--- src/rtl/alu_cmd_issuer.sv ---
// Command FIFO plus issue FSM that drives the single-cycle tiny ALU and returns results on a valid/ready port.
// Optional macro ALU_ISSUER_TIMEOUT_EN adds a WAIT-cycle watchdog that returns an error response.
module alu_cmd_issuer #(
    parameter int DEPTH          = 4,
    parameter int TIMEOUT_CYCLES = 15
) (
    input  logic        clk,
    input  logic        reset_n,
    input  logic        cmd_valid,
    output logic        cmd_ready,
    input  logic [2:0]  cmd_op,
    input  logic [7:0]  cmd_a,
    input  logic [7:0]  cmd_b,
    output logic        alu_start,
    output logic [2:0]  alu_op,
    output logic [7:0]  alu_a,
    output logic [7:0]  alu_b,
    input  logic        alu_done,
    input  logic [15:0] alu_result,
    output logic        rsp_valid,
    input  logic        rsp_ready,
    output logic [15:0] rsp_result,
    output logic [2:0]  rsp_op,
    output logic        rsp_err,
    output logic        busy
);
    localparam int AW = (DEPTH > 1) ? $clog2(DEPTH) : 1;
    localparam logic [AW:0] FULL_COUNT = (AW+1)'(DEPTH);

    if (DEPTH < 2 || (DEPTH & (DEPTH - 1)) != 0 || TIMEOUT_CYCLES < 1) begin : g_param_check
        $error("alu_cmd_issuer: DEPTH must be a power of two >= 2 and TIMEOUT_CYCLES >= 1");
    end

    typedef enum logic [1:0] {IDLE, ISSUE, WAIT, HOLD} state_t;

    state_t          state_reg, state_next;
    logic [18:0]     mem [DEPTH];
    logic [AW-1:0]   wr_ptr_reg, rd_ptr_reg;
    logic [AW:0]     count_reg;
    logic            full, empty, push, pop;
    logic            done_capture, rsp_take, timeout_hit;
    logic [2:0]      head_op;
    logic [7:0]      head_a, head_b;

    assign full      = (count_reg == FULL_COUNT);
    assign empty     = (count_reg == '0);
    assign cmd_ready = !full;
    assign push      = cmd_valid && !full;
    assign busy      = (state_reg != IDLE) || !empty;
    assign {head_op, head_a, head_b} = mem[rd_ptr_reg];

    // Storage needs no reset; only the pointers and count define validity.
    always_ff @(posedge clk) begin
        if (push) begin
            mem[wr_ptr_reg] <= {cmd_op, cmd_a, cmd_b};
        end
    end

    always_ff @(posedge clk or negedge reset_n) begin
        if (!reset_n) begin
            wr_ptr_reg <= '0;
            rd_ptr_reg <= '0;
            count_reg  <= '0;
        end else begin
            if (push) wr_ptr_reg <= wr_ptr_reg + 1'b1;
            if (pop)  rd_ptr_reg <= rd_ptr_reg + 1'b1;
            case ({push, pop})
                2'b10:   count_reg <= count_reg + 1'b1;
                2'b01:   count_reg <= count_reg - 1'b1;
                default: count_reg <= count_reg;
            endcase
        end
    end

`ifdef ALU_ISSUER_TIMEOUT_EN
    localparam int CW = $clog2(TIMEOUT_CYCLES + 1);
    localparam logic [CW-1:0] WAIT_LAST = CW'(TIMEOUT_CYCLES - 1);
    logic [CW-1:0] wait_cnt_reg;
`endif

    always_comb begin
        state_next   = state_reg;
        pop          = 1'b0;
        done_capture = 1'b0;
        rsp_take     = 1'b0;
        timeout_hit  = 1'b0;
        case (state_reg)
            IDLE: begin
                if (!empty) begin
                    pop        = 1'b1;
                    state_next = (head_op == 3'b000) ? HOLD : ISSUE;
                end
            end
            ISSUE: state_next = WAIT;
            WAIT: begin
                if (alu_done) begin
                    done_capture = 1'b1;
                    state_next   = HOLD;
                end
`ifdef ALU_ISSUER_TIMEOUT_EN
                else if (wait_cnt_reg == WAIT_LAST) begin
                    timeout_hit = 1'b1;
                    state_next  = HOLD;
                end
`endif
            end
            HOLD: begin
                if (rsp_valid && rsp_ready) begin
                    rsp_take   = 1'b1;
                    state_next = IDLE;
                end
            end
            default: state_next = IDLE;
        endcase
    end

    always_ff @(posedge clk or negedge reset_n) begin
        if (!reset_n) state_reg <= IDLE;
        else          state_reg <= state_next;
    end

    // A NOP enters HOLD with rsp_valid low; valid rises one cycle later.
    always_ff @(posedge clk or negedge reset_n) begin
        if (!reset_n) begin
            alu_start  <= 1'b0;
            alu_op     <= '0;
            alu_a      <= '0;
            alu_b      <= '0;
            rsp_valid  <= 1'b0;
            rsp_result <= '0;
            rsp_op     <= '0;
        end else begin
            alu_start <= pop && (head_op != 3'b000);
            if (pop) begin
                alu_op <= head_op;
                alu_a  <= head_a;
                alu_b  <= head_b;
            end
            if (pop && head_op == 3'b000) begin
                rsp_result <= '0;
                rsp_op     <= 3'b000;
            end
            if (done_capture) begin
                rsp_result <= alu_result;
                rsp_op     <= alu_op;
                rsp_valid  <= 1'b1;
            end
            if (timeout_hit) begin
                rsp_result <= '0;
                rsp_op     <= alu_op;
                rsp_valid  <= 1'b1;
            end
            if (state_reg == HOLD && !rsp_valid) rsp_valid <= 1'b1;
            if (rsp_take) rsp_valid <= 1'b0;
        end
    end

`ifdef ALU_ISSUER_TIMEOUT_EN
    always_ff @(posedge clk or negedge reset_n) begin
        if (!reset_n) begin
            wait_cnt_reg <= '0;
            rsp_err      <= 1'b0;
        end else begin
            if (state_reg == ISSUE)     wait_cnt_reg <= '0;
            else if (state_reg == WAIT) wait_cnt_reg <= wait_cnt_reg + 1'b1;
            if (pop || done_capture) rsp_err <= 1'b0;
            if (timeout_hit)         rsp_err <= 1'b1;
        end
    end
`else
    assign rsp_err = 1'b0;
`endif

endmodule

--- config.mk ---
export PLATFORM = sky130hd
export DESIGN_NAME = alu_cmd_issuer
export DESIGN_NICKNAME = d
export VERILOG_FILES = /design/src/rtl/alu_cmd_issuer.sv
export SDC_FILE = /design/constraint.sdc
export NUM_CORES = 1
export LEC_CHECK = 0
export ABC_AREA = 1
export CAP_MARGIN = 10
export CORE_MARGIN = 1
export CORE_UTILIZATION = 30
export DETAILED_ROUTE_END_ITERATION = 10
export PLACE_DENSITY = 0.46
export SYNTH_ARGS = -nofsm -noshare
export SYNTH_HDL_FRONTEND = slang
export SYNTH_SLANG_ARGS = --single-unit
--- constraint.sdc ---
create_clock -name clk -period 2.8 [get_ports clk]
set_clock_uncertainty 0.15 [all_clocks]
set_input_delay 0.28 -clock clk [delete_from_list [all_inputs] [get_ports clk]]
set_output_delay 0.28 -clock clk [all_outputs]
set_load 0.005 [all_outputs]
After elaboration in Yosys (flattened, before gate mapping)
Memories as Yosys holds them, arrays and structs flattened.
Cells that the tools add are included.
{"block": "word_totals", "wordCells": 64, "inputBits": 40, "ff_bits": 49, "out_inout_bits": 43, "ramBits": 76, "latch_bits": 0, "memories": 1, "mem_bits_ro": 0}
{"memory": "mem", "words": 4, "word_bits": 19, "rd": 1, "rd_clocked_by_memory_dff": 0, "wr": 1, "line": "37", "source": "logic [18:0] mem [DEPTH];"}
{"block": "op_classes", "mux": 21, "magnitude_cmp": 0, "mul": 0, "reduce_logical": 18, "addsub": 4, "n_shift": 0, "bitwise_logic": 0, "n_eq_ne": 9, "div": 0}
{"cell": "2-to-1 mux 16 bit", "count": 2}
{"cell": "2-to-1 mux 1 bit", "count": 11}
{"cell": "2-to-1 mux 2 bit", "count": 4}
{"cell": "one-hot mux 2 bit (4 select lines)", "count": 1}
{"cell": "equality test 2 bit (second input constant)", "count": 3}
{"cell": "logical NOT 3 bit", "count": 2}
{"cell": "2-to-1 mux 3 bit", "count": 2}
{"cell": "!= test 2 bit (second input constant)", "count": 3}
{"cell": "one-hot mux 3 bit (2 select lines)", "count": 1}
{"cell": "nonzero test 2 bit", "count": 3}
{"cell": "nonzero test 3 bit", "count": 2}
{"cell": "logical AND 1 bit", "count": 5}
{"cell": "adder 2 x 1 -> 2 bit (second input constant)", "count": 2}
{"cell": "equality test 2 x 1 -> 1 bit (second input constant)", "count": 2}
{"cell": "adder 3 x 1 -> 3 bit (second input constant)", "count": 1}
{"cell": "equality test 3 bit (second input constant)", "count": 1}
{"cell": "logical NOT 1 bit", "count": 3}
{"cell": "AND reduction 3 bit", "count": 1}
{"cell": "subtractor 3 x 1 -> 3 bit (second input constant)", "count": 1}
{"cell": "logical NOT 2 bit", "count": 1}
{"cell": "logical OR 1 bit", "count": 1}

Longest topological paths before layout
{"block": "logic_depth", "ltp_word": 6, "ltp_mapped": 11, "mapped_depth_nobuf": 10}

Worst setup path after synthesis
Ideal clock, no wire load.
{"block": "synth_timing", "path_type": "register to register", "start": "register state_reg[0]", "end": "register count_reg[2]", "setup_ns": 0.131, "stages_incl_launch_ff": 12, "arrival_ns": 2.008, "required_ns": 2.519, "slack_ns": 0.511, "synth_period_minus_slack_ns": 2.289, "path_buffers": 1, "path_cell_list": "dfrtp_1 -> inv_1 -> ha_1 -> nand2_2 -> inv_2 -> buf_2 -> ha_1 -> inv_1 -> fa_1 -> a21oi_1 -> o21ai_0 -> xor2_1"}
{"block": "synth_via", "elab_chain_len": 4, "word_cells_on_any_way": 6, "classes_between": "eq/ne (2); mux (2); reduce/logical (2)"}
{"item": "from (decl)", "line": "36", "source": "state_t state_reg, state_next;"}
{"item": "from (signal assigned)", "line": "119", "source": "else state_reg <= state_next;"}
{"item": "logical NOT 2 bit *", "line": "87", "source": "case (state_reg)"}
{"item": "2-to-1 mux 1 bit *", "line": "87"}
{"item": "named net pop", "line": "40", "source": "logic full, empty, push, pop;"}
{"item": "equality test 2 x 1 -> 1 bit or equality test 2 bit (tied branches)", "line": "67", "source": "case ({push, pop})"}
{"item": "one-hot mux 3 bit (2 select lines) or nonzero test 2 bit (tied branches)"}
{"item": "to (signal assigned)", "line": "68", "source": "2'b10: count_reg <= count_reg + 1'b1;"}
{"item": "to (signal assigned)", "line": "69", "source": "2'b01: count_reg <= count_reg - 1'b1;"}
{"item": "to (signal assigned)", "line": "70", "source": "default: count_reg <= count_reg;"}
{"item": "to (decl)", "line": "39", "source": "logic [AW:0] count_reg;"}
Mark *: on every way through the listed nets, which the timed path passes. The rest lies on a longest branch.
A chain may end at the register's enable or synchronous reset.

Final worst setup path
{"block": "layout_timing", "start": "register count_reg[1]", "end": "register count_reg[2]"}
{"block": "layout_via", "elab_chain_len": 5, "word_cells_on_any_way": 12, "classes_between": "add/sub (2); eq/ne (3); mux (3); reduce/logical (4)"}
{"item": "logical NOT 3 bit or equality test 3 bit (tied branches)", "line": "46, 45"}
{"item": "2-to-1 mux 1 bit or logical NOT 1 bit (tied branches)", "line": "89, 48"}
{"item": "2-to-1 mux 1 bit or logical AND 1 bit (tied branches)", "line": "87, 48"}
{"item": "equality test 2 x 1 -> 1 bit or equality test 2 bit (tied branches)", "line": "67"}
{"item": "one-hot mux 3 bit (2 select lines) or nonzero test 2 bit (tied branches)"}
Several ways; a longest one is shown, not always the timed one.

==> results by group <==
Drt
  – Drt drc: 0
  – Initial DRC count: 201
  – Via density: 4.42
  – Via Count: 3,300
  – Routed wire per std cell: 15.1 µm
  – ANT nets after route: 0
  – DRT Pass-1 Iters: 4
  – Routed wire length: 11,300 µm

Finish
  – Max reg flops: between 70 and 80
  – Biggest regs: mem: 76 flops, rsp_result: 16 flops
  – Reg area: 3510 µm²
  – Ant. Diodes: 0
  – Layout cells sized above 1: 10.7%
  – Fill cell count: 1,522
  – Net count reported at finish: 569
  – Area of the multi-input gates: 1320 µm²
  – Reg with most FFs: mem
  – Layout area overhead: 32.4%

Worst setup path
  – R2r setup slk: 0.49 ns
  – R2R cell count: 9
  – CP Class: reg2reg
  – Arrival time at the worst endpoint: approximately 2.4 ns
  – Reg2reg end: count_reg[2]
  – Worst setup SP type: flop
  – Req. time, crit path: 2.94 ns
  – Crit path capture type: flop
  – Reg-to-reg startpoint: count_reg[1]
  – Crit-path max FO: 8

Clocking
  – Post-cts sizing count: 0
  – Postcts setup bufs: 0
  – Worst-skew pair later-pin latency: 0.41 ns
  – Hold-fix buffers at CTS: 1
  – Clk buf depth: 2
  – Root Buffer Master: clkbuf_16
  – CTS Sinks: 125
  – H-tree depth: 4
  – Clock slew at reported path FFs: 0.05 ns
  – CTS tree: done
  – CTS Buf Count: 17

Logic synthesis
  – Count leader, synth: nor2_1
  – EDFF count, synth: 76
  – Distinct cell type count after synthesis: 24
  – Top cells by area, synth: edfxtp_1 (46%), dfrtp_1 (25%), nor2_1 (6.8%)
  – Mapped Cells: 427
  – Yosys warning total: 0
  – Post-Syn Area per Cell: 11.7 µm²
  – Dominant synthesized flop cell: edfxtp_1
  – Ys async rst share: 39.2%
  – Share of the yosys chip area belonging to registers: approximately 70%
  – Syn nets: around 480
  – Synth top area share: 45.6%
  – Area leader, netlist: edfxtp_1
  – Synth Register Bits: 125
  – Synthesized area: approximately 5000 µm²
  – Synth cell count leaders: nor2_1 (91), edfxtp_1 (76), nand2_1 (62)

Floorplanning
  – Chip Width: between 100 and 150 µm
  – Die Area: approximately 17,000 µm²
  – Core box area: 16,100 µm²
  – Initial Util: about 31%
  – Die H: 131 µm
  – Io pins: 83
  – Site Rows: 46

Global route
  – Largest net degree at the start of global routing: 50
  – GR Overflow Total: 0
  – First-pass GRT wire length: 19,200 µm
  – Vias in the first global route: 3,550
  – GRT Total Usage: 14.7%
  – Initial antenna violation count: 0

Flow run
  – Max cap viols: 0

Timing
  – Rel. slew slack: 53.4%
  – Final setup fails: 0
  – Max Fclk: ~430 MHz
  – Fin Setup TNS: 0 ns
  – Final period util: 82.3%
  – Unrepaired setup endpoints after global routing: false
  – Post-layout minimum cycle time: 2.31 ns
  – Setup WS post-layout: around 0.49 ns
  – Final Hold Fails: 0
  – Final Max Slew Viols: 0
  – Slew @ Worst Pin: 0.700 ns

Power and ir drop
  – Power Dens Cells: 1120 nW/µm²
  – VDD IR max: between 500 and 600 µV
  – Pleak: between 2 and 3 nW
  – Tot Pwr: 7.45 mW

Status
  – Outcome: finished, final reports clean

Placed design
  – Dpl ws: slightly below 0.5 ns
  – Post-DP HPWL: 6690 µm
  – GPL Wtd Cong: 0.726
  – PortBufs: between 80 and 90

Worst hold path
  – Hold Startpoint: alu_result[9]
  – Worst min path class: in2reg
  – Worst hold endpoint: rsp_result[9]
  – Hold Path Cell Cnt: 3
==> routing by layer <==
metal | part of all wire (%) | up-vias | GRT usage, % | wire length [µm]
met5 | 0 | - | 0 | 0
li1 | - | 1638 | - | -
met3 | 4.2 | 14 | 4.09 | 473
met1 | 48 | 1561 | 19.1 | 5450
met4 | 1.1 | 0 | 5.69 | 129
met2 | 46 | 87 | 23.3 | 5200
==> where the power goes <==
group / switching [mW] / leakage, nW / internal, mW
combinational: 1.46 / 1.06 / 1.13
clock: 0.734 / 0.260 / 1.31
sequential: 0.259 / 1.28 / 2.56
==> worst max-delay path: stages (launching register included) <==
cell and delay [ns]:
dfrtp_1 0.39, nor2_1 0.20, nand2_1 0.09, nand2_1 0.28, ha_1 0.20, inv_1 0.07, fa_1 0.38, a21oi_1 0.14
o21ai_0 0.11, xor2_1 0.16
==> metrics by stage <==
step	cells	hold WS [ns]	utilization (%)	area [µm²]
global placement	715	0.318	37.7	6060
detailed placement	715	0.320	37.7	6060
CTS	747	0.254	41.2	6620
floorplan	427	-0.166	-	5000
global route	747	0.275	41.2	6620
finish	747	0.272	41.2	6620
==> layout by cell type, fill, tap and decap left out, drive strengths merged <==
master and instances:
xor2 3, o21ai 40, clkinvlp 2, clkinv 5, nand2 66, a21oi 4
xnor2 1, nor2 91, buf 12, inv 20, fa 1, dlygate4sd3 1
edfxtp 76, a31oi 16, clkbuf 22, bufinv 2, clkdlybuf4s50 80, conb 1
nand4 2, nand3 28, dfrtp 49, ha 9
==> cell type report <==
| class | instances | share of cell area [%] |
|---|---|---|
| clock buffer | 22 | 6.86 |
| clock inverter | 9 | 1.44 |
| inverter | 20 | 1.13 |
| multi-input combinational | 262 | 19.9 |
| sequential | 125 | 53.0 |
| tap | 216 | 4.08 |
| timing repair buffer | 93 | 13.6 |
==> worst max-delay path by stage <==
stage,startpoint,to,depth (start not counted),slack [ns]
after global placement,cmd_valid,count_reg[2],8,0.51
after floorplan,state_reg[0],count_reg[2],11,0.51
after detailed placement,cmd_valid,count_reg[2],8,0.48
final,count_reg[1],count_reg[2],9,0.49
after global routing,count_reg[1],count_reg[2],9,0.29
after CTS,count_reg[1],count_reg[2],9,0.49
==> cell families (layout without fill, tap and decap cells) <==
| family | Yosys count | count (layout) | share of synthesized area [%] |
|---|---|---|---|
| compound gates | 60 | 60 | 6.40 |
| flops | 125 | 125 | 70.2 |
| buf+inv | 40 | 144 | 3.68 |
| simple gates | 187 | 187 | 16.3 |
| fa+ha+maj | 10 | 10 | 2.65 |
| other cells | 1 | 1 | 0.0750 |
| xor+xnor | 4 | 4 | 0.701 |
No activity file was read; power rests on OpenSTA's default activity.
